**src/rtl/lr35902_oam_scan_if.sv**
```systemverilog
// Bus bundle between the mode-2 sprite search engine and its neighbours:
// scan control, the OAM read port and the per-line hit buffer read port.
interface lr35902_oam_scan_if;
    logic        start_i;
    logic [7:0]  ly_i;
    logic        obj_size_i;
    logic [7:0]  oam_adr_o;
    logic        oam_read_o;
    logic [15:0] oam_dout16_i;
    logic        busy_o;
    logic        done_o;
    logic [3:0]  count_o;
    logic [3:0]  buf_idx_i;
    logic [7:0]  buf_x_o;
    logic [5:0]  buf_num_o;
    logic [3:0]  buf_line_o;

    modport slave (
        input  start_i, ly_i, obj_size_i, oam_dout16_i, buf_idx_i,
        output oam_adr_o, oam_read_o, busy_o, done_o, count_o,
               buf_x_o, buf_num_o, buf_line_o
    );

    modport master (
        output start_i, ly_i, obj_size_i, oam_dout16_i, buf_idx_i,
        input  oam_adr_o, oam_read_o, busy_o, done_o, count_o,
               buf_x_o, buf_num_o, buf_line_o
    );
endinterface

```
**src/rtl/lr35902_oam_scan.sv**
```systemverilog
// PPU mode-2 sprite search: walks the 40 OAM entries two clocks each and
// collects up to MAX_SPRITES Y-hits for the latched line, in OAM order.
module lr35902_oam_scan #(
    parameter int MAX_SPRITES = 10
) (
    input  logic                    clk,
    input  logic                    reset,
    lr35902_oam_scan_if.slave       bus
);

    typedef enum logic [1:0] {
        ST_IDLE    = 2'd0,
        ST_FETCH   = 2'd1,
        ST_COMPARE = 2'd2,
        ST_FINISH  = 2'd3
    } state_e;

    localparam logic [3:0] MAX_CNT    = 4'(MAX_SPRITES);
    localparam logic [5:0] LAST_ENTRY = 6'd39;

    state_e     state_q, state_d;
    logic [5:0] entry_q, entry_d;
    logic [3:0] count_q, count_d;
    logic [7:0] ly_q, ly_d;
    logic       size_q, size_d;

    logic [8:0] diff_s;
    logic       hit_s;
    logic       wr_en_s;

    logic [7:0] buf_x_q    [MAX_SPRITES];
    logic [5:0] buf_num_q  [MAX_SPRITES];
    logic [3:0] buf_line_q [MAX_SPRITES];

    // Y match: the OAM Y byte is offset by 16, so the row is ly+16-Y (mod 512)
    always_comb begin
        diff_s = {1'b0, ly_q} + 9'd16 - {1'b0, bus.oam_dout16_i[7:0]};
        hit_s  = (diff_s < (size_q ? 9'd16 : 9'd8));
    end

    // State, entry counter, hit count and latched line parameters
    always_ff @(posedge clk or posedge reset) begin
        if (reset) begin
            state_q <= ST_IDLE;
            entry_q <= 6'd0;
            count_q <= 4'd0;
            ly_q    <= 8'd0;
            size_q  <= 1'b0;
        end else begin
            state_q <= state_d;
            entry_q <= entry_d;
            count_q <= count_d;
            ly_q    <= ly_d;
            size_q  <= size_d;
        end
    end

    // Next-state logic; a start pulse restarts the scan from any state
    always_comb begin
        state_d = state_q;
        entry_d = entry_q;
        count_d = count_q;
        ly_d    = ly_q;
        size_d  = size_q;
        wr_en_s = 1'b0;
        if (bus.start_i) begin
            state_d = ST_FETCH;
            entry_d = 6'd0;
            count_d = 4'd0;
            ly_d    = bus.ly_i;
            size_d  = bus.obj_size_i;
        end else begin
            case (state_q)
                ST_IDLE: begin
                    state_d = ST_IDLE;
                end
                ST_FETCH: begin
                    state_d = ST_COMPARE;
                end
                ST_COMPARE: begin
                    // Once the buffer is full further hits are simply dropped
                    if (hit_s && (count_q < MAX_CNT)) begin
                        wr_en_s = 1'b1;
                        count_d = count_q + 4'd1;
                    end else begin
                        count_d = count_q;
                    end
                    entry_d = entry_q + 6'd1;
                    if (entry_q == LAST_ENTRY) begin
                        state_d = ST_FINISH;
                    end else begin
                        state_d = ST_FETCH;
                    end
                end
                ST_FINISH: begin
                    state_d = ST_IDLE;
                end
                default: begin
                    state_d = ST_IDLE;
                end
            endcase
        end
    end

    // Hit buffer, written at slot count_q while comparing
    always_ff @(posedge clk or posedge reset) begin
        if (reset) begin
            for (int i = 0; i < MAX_SPRITES; i++) begin
                buf_x_q[i]    <= 8'd0;
                buf_num_q[i]  <= 6'd0;
                buf_line_q[i] <= 4'd0;
            end
        end else if (wr_en_s) begin
            buf_x_q[count_q]    <= bus.oam_dout16_i[15:8];
            buf_num_q[count_q]  <= entry_q;
            buf_line_q[count_q] <= diff_s[3:0];
        end
    end

    // OAM read port and status decode straight from the state register
    always_comb begin
        bus.oam_read_o = (state_q == ST_FETCH);
        if (state_q == ST_FETCH) begin
            bus.oam_adr_o = {entry_q, 2'b00};
        end else begin
            bus.oam_adr_o = 8'd0;
        end
        bus.busy_o  = (state_q == ST_FETCH) || (state_q == ST_COMPARE);
        bus.done_o  = (state_q == ST_FINISH);
        bus.count_o = count_q;
    end

    // Buffer read port; indices past the buffer read as zero
    always_comb begin
        bus.buf_x_o    = 8'd0;
        bus.buf_num_o  = 6'd0;
        bus.buf_line_o = 4'd0;
        if (bus.buf_idx_i < MAX_CNT) begin
            bus.buf_x_o    = buf_x_q[bus.buf_idx_i];
            bus.buf_num_o  = buf_num_q[bus.buf_idx_i];
            bus.buf_line_o = buf_line_q[bus.buf_idx_i];
        end else begin
            bus.buf_x_o    = 8'd0;
            bus.buf_num_o  = 6'd0;
            bus.buf_line_o = 4'd0;
        end
    end

endmodule

```
**src/flat_wrapper.sv**
```systemverilog
// flat-port wrapper written by rule: the top's interface ports become plain ports
module lr35902_oam_scan_flat 
#(
    parameter int MAX_SPRITES = 10
)
  (clk, reset, bus_start_i, bus_ly_i, bus_obj_size_i, bus_oam_dout16_i, bus_buf_idx_i, bus_oam_adr_o, bus_oam_read_o, bus_busy_o, bus_done_o, bus_count_o, bus_buf_x_o, bus_buf_num_o, bus_buf_line_o);
  lr35902_oam_scan_if bus_i ();
  input  logic clk;
  input  logic reset;
  input wire logic [$bits(bus_i.start_i)-1:0] bus_start_i;
  input wire logic [$bits(bus_i.ly_i)-1:0] bus_ly_i;
  input wire logic [$bits(bus_i.obj_size_i)-1:0] bus_obj_size_i;
  input wire logic [$bits(bus_i.oam_dout16_i)-1:0] bus_oam_dout16_i;
  input wire logic [$bits(bus_i.buf_idx_i)-1:0] bus_buf_idx_i;
  output wire logic [$bits(bus_i.oam_adr_o)-1:0] bus_oam_adr_o;
  output wire logic [$bits(bus_i.oam_read_o)-1:0] bus_oam_read_o;
  output wire logic [$bits(bus_i.busy_o)-1:0] bus_busy_o;
  output wire logic [$bits(bus_i.done_o)-1:0] bus_done_o;
  output wire logic [$bits(bus_i.count_o)-1:0] bus_count_o;
  output wire logic [$bits(bus_i.buf_x_o)-1:0] bus_buf_x_o;
  output wire logic [$bits(bus_i.buf_num_o)-1:0] bus_buf_num_o;
  output wire logic [$bits(bus_i.buf_line_o)-1:0] bus_buf_line_o;
  assign bus_i.start_i = bus_start_i;
  assign bus_i.ly_i = bus_ly_i;
  assign bus_i.obj_size_i = bus_obj_size_i;
  assign bus_i.oam_dout16_i = bus_oam_dout16_i;
  assign bus_i.buf_idx_i = bus_buf_idx_i;
  assign bus_oam_adr_o = bus_i.oam_adr_o;
  assign bus_oam_read_o = bus_i.oam_read_o;
  assign bus_busy_o = bus_i.busy_o;
  assign bus_done_o = bus_i.done_o;
  assign bus_count_o = bus_i.count_o;
  assign bus_buf_x_o = bus_i.buf_x_o;
  assign bus_buf_num_o = bus_i.buf_num_o;
  assign bus_buf_line_o = bus_i.buf_line_o;
  lr35902_oam_scan #(.MAX_SPRITES(MAX_SPRITES)) u_core (.clk(clk), .reset(reset), .bus(bus_i));
endmodule
```
**config.mk**
```make
export PLATFORM = sky130hd
export DESIGN_NAME = lr35902_oam_scan_flat
export DESIGN_NICKNAME = d
export VERILOG_FILES = /design/src/rtl/lr35902_oam_scan_if.sv /design/src/rtl/lr35902_oam_scan.sv /design/src/flat_wrapper.sv
export SDC_FILE = /design/constraint.sdc
export NUM_CORES = 1
export LEC_CHECK = 0
export CAP_MARGIN = 15
export CELL_PAD_IN_SITES_DETAIL_PLACEMENT = 1
export CELL_PAD_IN_SITES_GLOBAL_PLACEMENT = 1
export CORE_AREA = 8 8 169 171
export DETAILED_ROUTE_END_ITERATION = 7
export DIE_AREA = 0 0 177 179
export GPL_TIMING_DRIVEN = 0
export PLACE_DENSITY_LB_ADDON = 0.1
export SETUP_SLACK_MARGIN = 0.02
export SYNTH_ARGS = -nofsm -noshare
export SYNTH_HDL_FRONTEND = slang
export SYNTH_SLANG_ARGS = --single-unit
```
**constraint.sdc**
```tcl
create_clock -name clk -period 9.3 [get_ports clk]
set_input_delay 1.395 -clock clk [delete_from_list [all_inputs] [get_ports clk]]
set_output_delay 1.395 -clock clk [all_outputs]
set_load 0.005 [all_outputs]
```
* Word level (Yosys, flattened, before mapping)
Cells that the tools add are included. W data, S select, Z words.
Storage, ports and cells: input bits 32, word-level logic and storage cells 93, register bits after elaboration 201
Cells by class: equal/unequal tests 4, reductions and logical operators 8, bitwise gates (word level) 2, muxes and demuxes 34, $lt $le $gt $ge 6, add/subtract/negate cells 4
Operators by type and width (number):
- $bwmux W80 | 1
- $bwmux W60 | 1
- $bwmux W40 | 1
- $mux W8 | 5
- $mux W6 | 6
- $bmux W8 S4 | 1
- $demux W8 S4 | 1
- $mux W4 | 7
- $bmux W6 S4 | 1
- $demux W6 S4 | 1
- $bmux W4 S4 | 1
- $demux W4 S4 | 1
- $ge A5 B5 Y1 const B | 2
- $not A4 Y5 | 2
- $add A8 B5 Y9 const B | 1
- $lt A9 B9 Y1 | 1
- $sub A9 B8 Y9 | 1
- $lt A4 B4 Y1 const B | 2
- $add A6 B1 Y6 const B | 1
- $eq A6 B6 Y1 const B | 1
- $pmux W2 S3 | 1
- $lt A5 B1 Y1 const B | 1
- $mux W5 | 1
- $add A4 B1 Y4 const B | 1
- 10 further kinds | 16

* Depth between registers and ports, before layout
Gate-level depths: netlist (run 1).
depth after elaboration 7, gate-level depth with buffers 17, depth with buffers taken out 14

* Worst setup path after synthesis (run 1)
OpenSTA, ideal clock, no wires.
path kind input to register, start point input port bus_oam_dout16_i[2], end point register u_core.buf_num_q[30] (netlist bit), path slack 4.632 ns, data required time 9.175 ns, buffers on the path 3, arrival time 4.543 ns, setup time 0.125 ns, stages 16, path through inv_1 -> ha_1 -> ha_1 -> a21o_1 -> a211oi_1 -> nor2_1 -> ha_1 -> nand2b_1 -> a2111oi_4 -> nand4_2 -> nor4_4 -> buf_6 -> and4_4 -> buf_8 -> buf_12 -> mux2_4
On the way: word-level cells in the longest chain between the ends 6
RTL lines:
- from (decl) | RTL line flat_wrapper.sv:13 | input wire logic [$bits(bus_i.oam_dout16_i)-1:0] bus_oam_dout16_i;
- $sub A9 B8 Y9 | RTL line lr35902_oam_scan.sv:37 | diff_s = {1'b0, ly_q} + 9'd16 - {1'b0, bus.oam_dout16_i[7:0]};
- $lt A9 B9 Y1 | RTL line lr35902_oam_scan.sv:38 | hit_s = (diff_s < (size_q ? 9'd16 : 9'd8));
- $logic_and A1 B1 Y1 | RTL line lr35902_oam_scan.sv:82 | if (hit_s && (count_q < MAX_CNT)) begin
- $mux W1 | RTL line lr35902_oam_scan.sv:82
- $mux W1 | RTL line lr35902_oam_scan.sv:73 | case (state_q)
- $mux W1 | RTL line lr35902_oam_scan.sv:66 | if (bus.start_i) begin
- to (signal, indexed assignment) | RTL line lr35902_oam_scan.sv:115 | buf_num_q[count_q] <= entry_q;
- to (decl) | RTL line lr35902_oam_scan.sv:32 | logic [5:0] buf_num_q [MAX_SPRITES];
Every way passes these cells. A chain may end at the register's enable or synchronous reset.

* Worst setup path after layout (run 1)
start point input port bus_buf_idx_i[0], end point output port bus_buf_num_o[4]
On the way: word-level cells in the longest chain between the ends 5
RTL lines:
- from (decl) | RTL line flat_wrapper.sv:14 | input wire logic [$bits(bus_i.buf_idx_i)-1:0] bus_buf_idx_i;
- $not A4 Y5 (not written as such) | RTL line lr35902_oam_scan.sv:140 | bus.buf_num_o = buf_num_q[bus.buf_idx_i];
- $bmux W6 S4 | RTL line lr35902_oam_scan.sv:140
- $mux W6 (not written as such) (2 in series) | RTL line lr35902_oam_scan.sv:140
- $mux W6 * | RTL line lr35902_oam_scan.sv:138 | if (bus.buf_idx_i < MAX_CNT) begin
- to (decl) | RTL line flat_wrapper.sv:21 | output wire logic [$bits(bus_i.buf_num_o)-1:0] bus_buf_num_o;
Mark *: on every way between the ends. The rest lies on a longest branch, timed or not. The select of a mux whose other input is x is not followed.

==> flow_metrics.env, run 1 <==
export IMPL_fin_crit_sh_pct=63.8
export IMPL_power_leakage_nw=5.78
export IMPL_finClkSkew_ns=0.0261
export IMPL_maxCapViolCount=0
export IMPL_drtAntennaViolNets=0
export IMPL_p_sw_w=0.000518
export IMPL_seq_area_um2=5030
export IMPL_cts_resized=0
export IMPL_max_slew_margin_pct=32.3
export IMPL_clock_fmax_ghz=0.169
export IMPL_chipWidth_um=177
export IMPL_seq_area_frac_synth_pct=49.4
export IMPL_p_sw_share_pct=25.4
export IMPL_clockRootBuffer="clkbuf_16"
export IMPL_via_per_inst=5.40
export IMPL_status="complete, no violations"
export IMPL_ioPinCount=65
export IMPL_drtIter0Drc=274
export IMPL_clkSinkCount=201
export IMPL_p_per_area_nw_per_um2=171
export IMPL_finalCriticalPeriod_ns=5.93
export IMPL_numCtsBuffers=24
export IMPL_drc_errors=0
export IMPL_grtUsageTotal_pct=17.8
export IMPL_grt_pass1_vias=7288
export IMPL_reg2reg_slack_ns=5.30
export IMPL_core_area_um2=25800
export IMPL_cts_tree="done"
export IMPL_worstMarginPinSlew_ns=1.01
export IMPL_clock_path_buffers=3
export IMPL_overflow=0
export IMPL_yosysWarnings=0
export IMPL_multiInputGateArea_um2=4670
export IMPL_cp_slowest_stage_delay_ns=0.74
export IMPL_mostFrequentLayoutCells="dfrtp_1 (201), mux2_2 (128), mux2_4 (56)"
export IMPL_path_clk_slew_ns=0.06
export IMPL_area_delta_synth_final_pct=17.4
export IMPL_syn_inst=720
export IMPL_gp_congestion=0.803
export IMPL_synthFlopType="dfrtp_1"
export IMPL_fin_setup_tns_ns=0
export IMPL_num_vias=6210
export IMPL_finalSetupViolations=0
export IMPL_cp_start_kind="input pin"
export IMPL_antenna_found_initial=1
export IMPL_port_buffers=50
export IMPL_diodes=0
export IMPL_cp_slowest_cell="buf_1"
export IMPL_finalPower_w=0.00204
export IMPL_ys_ff_latch=201
export IMPL_wl_per_cell_um=23.7
export IMPL_clock_latency_ns=0.53
export IMPL_fp_dieH_um=179
export IMPL_synth_area_um2=10200
export IMPL_crit_family="buffers and inverters"
export IMPL_worstPathCellList="buf_2, buf_1, clkbuf_1, mux2_2, a221oi_1, a21oi_1, clkdlybuf4s50_1"
export IMPL_initial_utilization_pct=39.5
export IMPL_synth_enable_flop_cells=0
export IMPL_path_buf_inv=4
export IMPL_cp_required_ns=7.91
export IMPL_rsz0062_at_grt="no"
export IMPL_final_nets=857
export IMPL_p_int_w=0.00152
export IMPL_crit_arrival_ns=4.54
export IMPL_hpwl_mm=18.1
export IMPL_final_common_cell="dfrtp_1"
export IMPL_peakVddDrop_mv=0.114
export IMPL_path_class="input pin to output pin"
export IMPL_num_rows=59
export IMPL_die_area_um2=31700
export IMPL_seqPwrFrac_pct=43.9
export IMPL_dp_cells=1107
export IMPL_synthArstFlopShare_pct=100
export IMPL_fillers=2567
export IMPL_cts_htree_levels=1
export IMPL_routed_wl_mm=27.3
export IMPL_synth_distinct_cells=55
export IMPL_hold_violations=0
export IMPL_drive_above_1_share_pct=37.1
export IMPL_hold_class="register to register"
export IMPL_crit_path_end_kind="output pin"
export IMPL_slew_viol_final=0
export IMPL_pwr_share_clk_pct=45.6
export IMPL_drtPass1Iterations=4
export IMPL_hold_buffers=0
export IMPL_grt_max_degree=113
export IMPL_syn_avg_cell_area_um2=14.1
export IMPL_critPathMaxFanout=10
export IMPL_fin_cells=1151
export IMPL_grt_first_pass_wirelength_mm=43.7
export IMPL_p_comb_share_pct=10.5
export IMPL_postCtsSetupBuffers=0
## area by class of cell
type,instances,share of cell area [%]
tap,335,3.51
clock buffer,33,5.81
sequential,201,42.1
inverter,43,1.41
multi-input combinational,421,39.1
buffer,56,2.65
timing repair buffer,53,4.61
clock inverter,9,0.817
## flip-flops by register name, indices dropped and copies added (netlist names)
signal              cells
u_core.buf_line_q      40
u_core.state_q          2
u_core.buf_num_q       60
u_core.entry_q          6
u_core.buf_x_q         80
u_core.bus.count_o      4
u_core.ly_q             8
u_core.size_q           1
## final timing paths
path,from,depth (start not counted),endpoint
worst max-delay path,bus_buf_idx_i[0],7,bus_buf_num_o[4]
worst min-delay path,u_core.buf_num_q[4]$_DFFE_PP0P_,1,u_core.buf_num_q[4]$_DFFE_PP0P_
worst max register to register,u_core.ly_q[2]$_DFFE_PP0P_,14,u_core.buf_x_q[20]$_DFFE_PP0P_
worst min register to register,u_core.buf_num_q[4]$_DFFE_PP0P_,1,u_core.buf_num_q[4]$_DFFE_PP0P_
max in group asynchronous,reset,3,u_core.buf_num_q[29]$_DFFE_PP0P_
min in group asynchronous,reset,2,u_core.buf_x_q[76]$_DFFE_PP0P_
## cell families after synthesis
logic type	Yosys count	share of synthesized area [%]
and+or+nand+nor	79	5.02
AOI/OAI and AO/OA	69	4.78
adders and majority gates	25	3.15
DFF	201	49.4
xor gates and xnor gates	6	0.517
muxes	240	32.4
buffers and inverters	99	4.70
other	1	0.0369
## synthesized netlist by cell type, types with 2 or more instances
library cell / instances / area (µm²)
inv_2: 2 / 7.51
ha_1: 24 / 300
dfrtp_1: 201 / 5030
a21oi_1: 22 / 110
mux2_2: 128 / 1440
o21ai_0: 15 / 75.1
buf_1: 16 / 60.1
buf_6: 7 / 78.8
xor2_1: 3 / 26.3
mux4_2: 36 / 811
nand4_4: 6 / 128
a211oi_1: 2 / 15.0
nand2_1: 29 / 109
and2_1: 6 / 37.5
a221oi_1: 18 / 158
buf_4: 6 / 45.0
mux2_4: 56 / 841
xnor2_1: 3 / 26.3
a21boi_0: 2 / 15.0
nor2_1: 17 / 63.8
nand4_1: 2 / 12.5
buf_2: 3 / 15.0
clkbuf_1: 22 / 82.6
and4_2: 2 / 20.0
nand3_1: 2 / 10.0
nand2b_1: 2 / 12.5
inv_1: 41 / 154
mux2i_1: 20 / 200
## layer usage
| metal | GRT usage (%) | part of all wire (%) |
|---|---|---|
| met1 | 23.5 | 45 |
| met2 | 29.9 | 49 |
| met3 | 3.14 | 4.0 |
| met4 | 4.80 | 2.2 |
| met5 | 0 | 0.048 |
## through the flow
step	utilization, %	hold WS [ns]	cell area (µm²)	setup slack [ns]
3_5_place_dp	43.2	0.489	11100	3.30
4_1_cts	46.3	0.503	11900	3.29
6_report	46.4	0.502	11900	3.37
3_3_place_gp	43.1	0.481	11100	0.0190
2_1_floorplan	-	0.466	10200	2.42
5_1_grt	46.4	0.508	11900	3.17
## power groups by stage
stage / combinational [W] / sequential [W] / clock [W]
after detailed placement: 0.000215 / 0.000912 / 0
final: 0.000214 / 0.000897 / 0.000931
after global placement: 0.000206 / 0.000911 / 0
after CTS: 0.000218 / 0.000896 / 0.000961
after floorplan: 0.000136 / 0.000909 / 0
after global routing: 0.000237 / 0.000898 / 0.00100
(Power assumes the default switching activity.)
==> run 2: changes to the inputs <==
clock period = 5.15 ns   (was 9.3 ns; I/O delays follow)
==> run 2 against run 1 <==
Against the previous run:
- highest routed layer is now met4
- worst hold slack better by 0.00060 ns
- critical path type unchanged
- largest power group unchanged
- global-route usage is 0.26 points higher
- via count is 0.47% higher
- clock power is 89% higher
- clock-buffer cell count is 1 lower
- critical path depth stayed put
- die area stayed put
- design area is 0.75% higher
- sequential cell count stayed put
==> flow_metrics.env, run 2 (same netlist as run 1, synthesis figures left out) <==
export IMPL_drtPass1Iterations=4
export IMPL_hold_class="register to register"
export IMPL_p_sw_share_pct=24.7
export IMPL_path_class="input pin to output pin"
export IMPL_hpwl_mm=18.5
export IMPL_rsz0062_at_grt="no"
export IMPL_p_comb_share_pct=10.4
export IMPL_top_regs="u_core.buf_x_q (80), u_core.buf_num_q (60), u_core.buf_line_q (40)"
export IMPL_worstMarginPinSlew_ns=1.11
export IMPL_via_per_inst=5.40
export IMPL_cts_resized=0
export IMPL_die_area_um2=31700
export IMPL_clock_fmax_ghz=0.207
export IMPL_cp_start_kind="input pin"
export IMPL_clock_path_buffers=3
export IMPL_min_from="u_core.buf_num_q[46]$_DFFE_PP0P_"
export IMPL_wl_per_cell_um=23.9
export IMPL_p_sw_w=0.000933
export IMPL_port_buffers=50
export IMPL_status="complete, no violations"
export IMPL_pwr_share_clk_pct=46.7
export IMPL_largest_register_ffs=80
export IMPL_power_leakage_nw=5.84
export IMPL_holdPathStages=1
export IMPL_final_nets=860
export IMPL_peakVddDrop_mv=0.272
export IMPL_utilization_pct=46.7
export IMPL_maxCapViolCount=0
export IMPL_cts_htree_levels=1
export IMPL_clockRootBuffer="clkbuf_16"
export IMPL_hold_violations=0
export IMPL_slew_viol_final=0
export IMPL_chipWidth_um=177
export IMPL_gp_congestion=0.789
export IMPL_fin_crit_sh_pct=93.9
export IMPL_grt_first_pass_wirelength_mm=44.2
export IMPL_finalCriticalPeriod_ns=4.83
export IMPL_crit_reg2reg_launch="u_core.ly_q[2]$_DFFE_PP0P_"
export IMPL_grt_max_degree=45
export IMPL_num_vias=6239
export IMPL_finalSetupViolations=0
export IMPL_initial_utilization_pct=39.5
export IMPL_hold_buffers=0
export IMPL_numCtsBuffers=24
export IMPL_hold_ws_ns=0.503
export IMPL_seqPwrFrac_pct=42.9
export IMPL_reg2reg_to="u_core.buf_x_q[16]$_DFFE_PP0P_"
export IMPL_place_area_um2=11200
export IMPL_drc_errors=0
export IMPL_critPathMaxFanout=10
export IMPL_p_per_area_nw_per_um2=313
export IMPL_overflow=0
export IMPL_holdPathEnd="u_core.buf_num_q[46]$_DFFE_PP0P_"
export IMPL_fp_dieH_um=179
export IMPL_area_delta_synth_final_pct=18.3
export IMPL_clock_latency_ns=0.52
export IMPL_diodes=0
export IMPL_crit_arrival_ns=4.06
export IMPL_max_slew_margin_pct=26.3
export IMPL_antenna_found_initial=0
export IMPL_r2r_cells=14
export IMPL_cp_required_ns=4.38
export IMPL_drtAntennaViolNets=0
export IMPL_fin_area_um2=12000
export IMPL_grtUsageTotal_pct=18.1
export IMPL_crit_path_end_kind="output pin"
export IMPL_drive_above_1_share_pct=37.4
export IMPL_mostFrequentLayoutCells="dfrtp_1 (201), mux2_2 (128), mux2_4 (56)"
export IMPL_finalPower_w=0.00377
export IMPL_finClkSkew_ns=0.0129
export IMPL_routed_wl_mm=27.6
export IMPL_largest_register="u_core.buf_x_q"
export IMPL_postCtsSetupBuffers=0
export IMPL_p_int_w=0.00284
export IMPL_final_common_cell="dfrtp_1"
export IMPL_drtIter0Drc=351
export IMPL_core_area_um2=25800
export IMPL_clkSinkCount=201
export IMPL_num_rows=59
export IMPL_fin_setup_tns_ns=0
export IMPL_path_clk_slew_ns=0.06
export IMPL_ioPinCount=65
export IMPL_cts_tree="done"
export IMPL_reg2reg_slack_ns=1.17
export IMPL_grt_pass1_vias=7227
[run 2: cell count changes in the layout (fill, tap and decap cells not counted)]
cell | before | now
clkinv_2 | 1 | 6
clkbuf_8 | 6 | 5
inv_6 | 1 | 0
buf_16 | 1 | 0
buf_6 | 9 | 8
bufinv_16 | 1 | 3
buf_12 | 1 | 6
clkinvlp_4 | 5 | 2
inv_8 | 1 | 0
[run 2: how the worst max path moves through the flow]
stage	slack, ns	start	depth (start not counted)	end
after floorplan	1.10	bus_oam_dout16_i[2]	16	u_core.buf_num_q[30]$_DFFE_PP0P_
after global placement	0.26	bus_buf_idx_i[0]	7	bus_buf_line_o[3]
after detailed placement	0.25	bus_buf_idx_i[0]	7	bus_buf_line_o[3]
after CTS	0.23	bus_buf_idx_i[0]	7	bus_buf_line_o[3]
after global routing	0.11	bus_buf_idx_i[0]	7	bus_buf_line_o[3]
final	0.32	bus_buf_idx_i[0]	7	bus_buf_line_o[3]
[run 2: layout make-up]
class	instances	area, µm²
flip-flops and latches	201	5030
clock inverters	11	144
repair buffers	56	612
inverters	43	165
plain buffers	56	317
clock buffers	32	681
multi-input cells	421	4670
fillers	2576	13700
well taps	335	419
[run 2: layer usage]
layer	track usage [%]	vias up	wire length [µm]
li1	-	2756	-
met3	2.59	36	1090
met5	0	-	0
met1	24.5	3322	12500
met4	4.03	0	551
met2	30.3	125	13500
[run 2: power by group through the flow]
stage / clock (W) / sequential [W] / combinational, W
after detailed placement: 0 / 0.00165 / 0.000396
after floorplan: 0 / 0.00164 / 0.000247
after global placement: 0 / 0.00165 / 0.000373
after CTS: 0.00181 / 0.00162 / 0.000399
final: 0.00176 / 0.00162 / 0.000392
after global routing: 0.00186 / 0.00162 / 0.000435
[run 2: stage by stage]
| stage | instances | setup WS, ns |
|---|---|---|
| floorplan | 721 | 1.10 |
| global placement | 1106 | 0.258 |
| detailed placement | 1111 | 0.248 |
| CTS | 1154 | 0.230 |
| global route | 1155 | 0.107 |
| finish | 1155 | 0.315 |
[run 2: worst max-delay path: stages]
cell and delay [ns]:
buf_2 0.38, buf_1 0.74, clkbuf_1 0.64, mux2_2 0.42
a221oi_1 0.52, a21oi_1 0.08, clkdlybuf4s50_1 0.49
==> run 3: changes to the inputs <==
--- a/constraint.sdc
+++ b/constraint.sdc
@@ -3,2 +3,2 @@
 set_output_delay 0.7725 -clock clk [all_outputs]
-set_load 0.005 [all_outputs]
+set_load 0.02 [all_outputs]
==> run 3 against run 2 <==
Against the previous run:
- fmax increased by 5.9%
- cell count about the same
- core utilization hardly changed
- first-iteration DRC count fell by 17%
- register-to-register slack about the same
==> flow_metrics.env, run 3 (same netlist as run 1, synthesis figures left out) <==
export IMPL_clock_fmax_ghz=0.219
export IMPL_wl_per_cell_um=23.9
export IMPL_port_buffers=50
export IMPL_status="complete, no violations"
export IMPL_finalPower_w=0.00378
export IMPL_wirelength_met1_mm=12.4
export IMPL_gp_congestion=0.789
export IMPL_wl_met3_mm=1.10
export IMPL_place_ws_ns=0.158
export IMPL_p_int_w=0.00284
export IMPL_finalSetupViolations=0
export IMPL_worstMarginPinSlew_ns=1.09
export IMPL_numCtsBuffers=24
export IMPL_initial_utilization_pct=39.5
export IMPL_p_per_area_nw_per_um2=314
export IMPL_worstPathCellList="clkdlybuf4s50_1, inv_2, nor2_1, clkbuf_1, a221oi_1, a21oi_1, clkdlybuf4s50_1"
export IMPL_r2r_cells=14
export IMPL_power_leakage_nw=5.84
export IMPL_worst_slack_ns=0.584
export IMPL_slew_viol_final=0
export IMPL_num_vias=6223
export IMPL_critPathMaxFanout=10
export IMPL_finalCriticalPeriod_ns=4.57
export IMPL_fin_setup_tns_ns=0
export IMPL_clock_latency_ns=0.52
export IMPL_cpMostUsedCell="clkdlybuf4s50_1"
export IMPL_p_sw_w=0.000947
export IMPL_utilization_pct=46.7
export IMPL_core_area_um2=25800
export IMPL_largest_register_ffs=80
export IMPL_grt_pass1_vias=7227
export IMPL_path_class="input pin to output pin"
export IMPL_clkSinkCount=201
export IMPL_drc_errors=0
export IMPL_clockRootBuffer="clkbuf_16"
export IMPL_pwr_share_clk_pct=46.4
export IMPL_cp_slowest_cell="nor2_1"
export IMPL_crit_path_end_kind="output pin"
export IMPL_final_common_cell="dfrtp_1"
export IMPL_fin_cells=1154
export IMPL_cts_htree_levels=1
export IMPL_cp_start_kind="input pin"
export IMPL_p_comb_share_pct=10.8
export IMPL_drtAntennaViolNets=0
export IMPL_chipWidth_um=177
export IMPL_top_regs="u_core.buf_x_q (80), u_core.buf_num_q (60), u_core.buf_line_q (40)"
export IMPL_final_nets=859
export IMPL_hold_class="register to register"
export IMPL_cts_resized=0
export IMPL_ioPinCount=65
export IMPL_rsz0062_at_grt="no"
export IMPL_largest_register="u_core.buf_x_q"
export IMPL_drtIter0Drc=293
export IMPL_diodes=0
export IMPL_overflow=0
export IMPL_holdPathStages=1
export IMPL_grt_first_pass_wirelength_mm=44.2
export IMPL_seqPwrFrac_pct=42.8
export IMPL_top_layer_used="met4"
export IMPL_area_delta_synth_final_pct=18.3
export IMPL_antenna_found_initial=0
export IMPL_routed_wl_mm=27.5
export IMPL_drtPass1Iterations=4
export IMPL_grt_max_degree=45
export IMPL_cp_required_ns=4.38
export IMPL_hpwl_mm=18.5
export IMPL_num_rows=59
export IMPL_die_area_um2=31700
export IMPL_grtUsageTotal_pct=18.1
export IMPL_mostFrequentLayoutCells="dfrtp_1 (201), mux2_2 (128), mux2_4 (56)"
export IMPL_hold_buffers=0
export IMPL_fillers=2575
export IMPL_fin_crit_sh_pct=88.7
export IMPL_dp_cells=1111
export IMPL_crit_arrival_ns=3.79
export IMPL_cp_slowest_stage_delay_ns=0.67
export IMPL_max_slew_margin_pct=27.3
export IMPL_drive_above_1_share_pct=37.5
export IMPL_clock_path_buffers=3
export IMPL_cts_tree="done"
export IMPL_finClkSkew_ns=0.0131
export IMPL_routed_wl_met2_mm=13.5
export IMPL_peakVddDrop_mv=0.272
export IMPL_hold_violations=0
export IMPL_via_per_inst=5.39
export IMPL_fp_dieH_um=179
export IMPL_p_sw_share_pct=25.0
export IMPL_maxCapViolCount=0
export IMPL_path_clk_slew_ns=0.06
run 3: cell count changes in the layout (fill, tap and decap cells not counted), sizes merged:
cell / delta
buf: -1
run 3: repair_timing:
action                                 in CTS  in global routing
setup endpoints to repair                   0                  1
endpoints found under the hold margin       0                  0
setup buffers                               0                  0
run 3: final cells by class:
type,count,area (µm²),area share (%)
Buffer,55,313,2.60
Clock buffer,32,681,5.66
Clock inverter,11,144,1.20
Inverter,43,165,1.37
Multi-Input combinational cell,421,4670,38.8
Sequential cell,201,5030,41.8
Tap cell,335,419,3.48
Timing Repair Buffer,56,612,5.08
run 3: routing by layer:
metal | vias up | GRT usage (%)
met1 | 3323 | 24.5
li1 | 2751 | -
met5 | - | 0
met3 | 35 | 2.59
met2 | 114 | 30.3
met4 | 0 | 4.03
run 3: metrics by stage:
stage               hold slack [ns]  instance area [µm²]
floorplan                     0.466                10200
global placement              0.481                11100
global route                  0.511                12000
CTS                           0.501                12000
detailed placement            0.488                11200
finish                        0.500                12000
run 3: power groups by stage:
stage / Clock (W) / Combinational (W) / Sequential [W]
floorplan: 0 / 0.000264 / 0.00164
global placement: 0 / 0.000390 / 0.00165
detailed placement: 0 / 0.000413 / 0.00165
CTS: 0.00181 / 0.000416 / 0.00162
global route: 0.00186 / 0.000451 / 0.00162
finish: 0.00176 / 0.000408 / 0.00162
run 3: worst paths after layout:
check                                            startpoint                                to  slack (ns)
min reg2reg                u_core.buf_num_q[46]$_DFFE_PP0P_  u_core.buf_num_q[46]$_DFFE_PP0P_        0.50
min in group asynchronous                             reset    u_core.buf_x_q[19]$_DFFE_PP0P_        0.61
max                                        bus_buf_idx_i[3]                  bus_buf_num_o[4]        0.58
max reg2reg                      u_core.ly_q[2]$_DFFE_PP0P_    u_core.buf_x_q[16]$_DFFE_PP0P_        1.17
max in group asynchronous                             reset  u_core.buf_num_q[14]$_DFFE_PP0P_        3.41
min                        u_core.buf_num_q[46]$_DFFE_PP0P_  u_core.buf_num_q[46]$_DFFE_PP0P_        0.50
run 3: worst max-delay path, delay by kind of cell:
kind,cells,cell delay (ns)
buffers and inverters,4,1.90
and+or+nand+nor,1,0.67
AOI/OAI and AO/OA,2,0.44
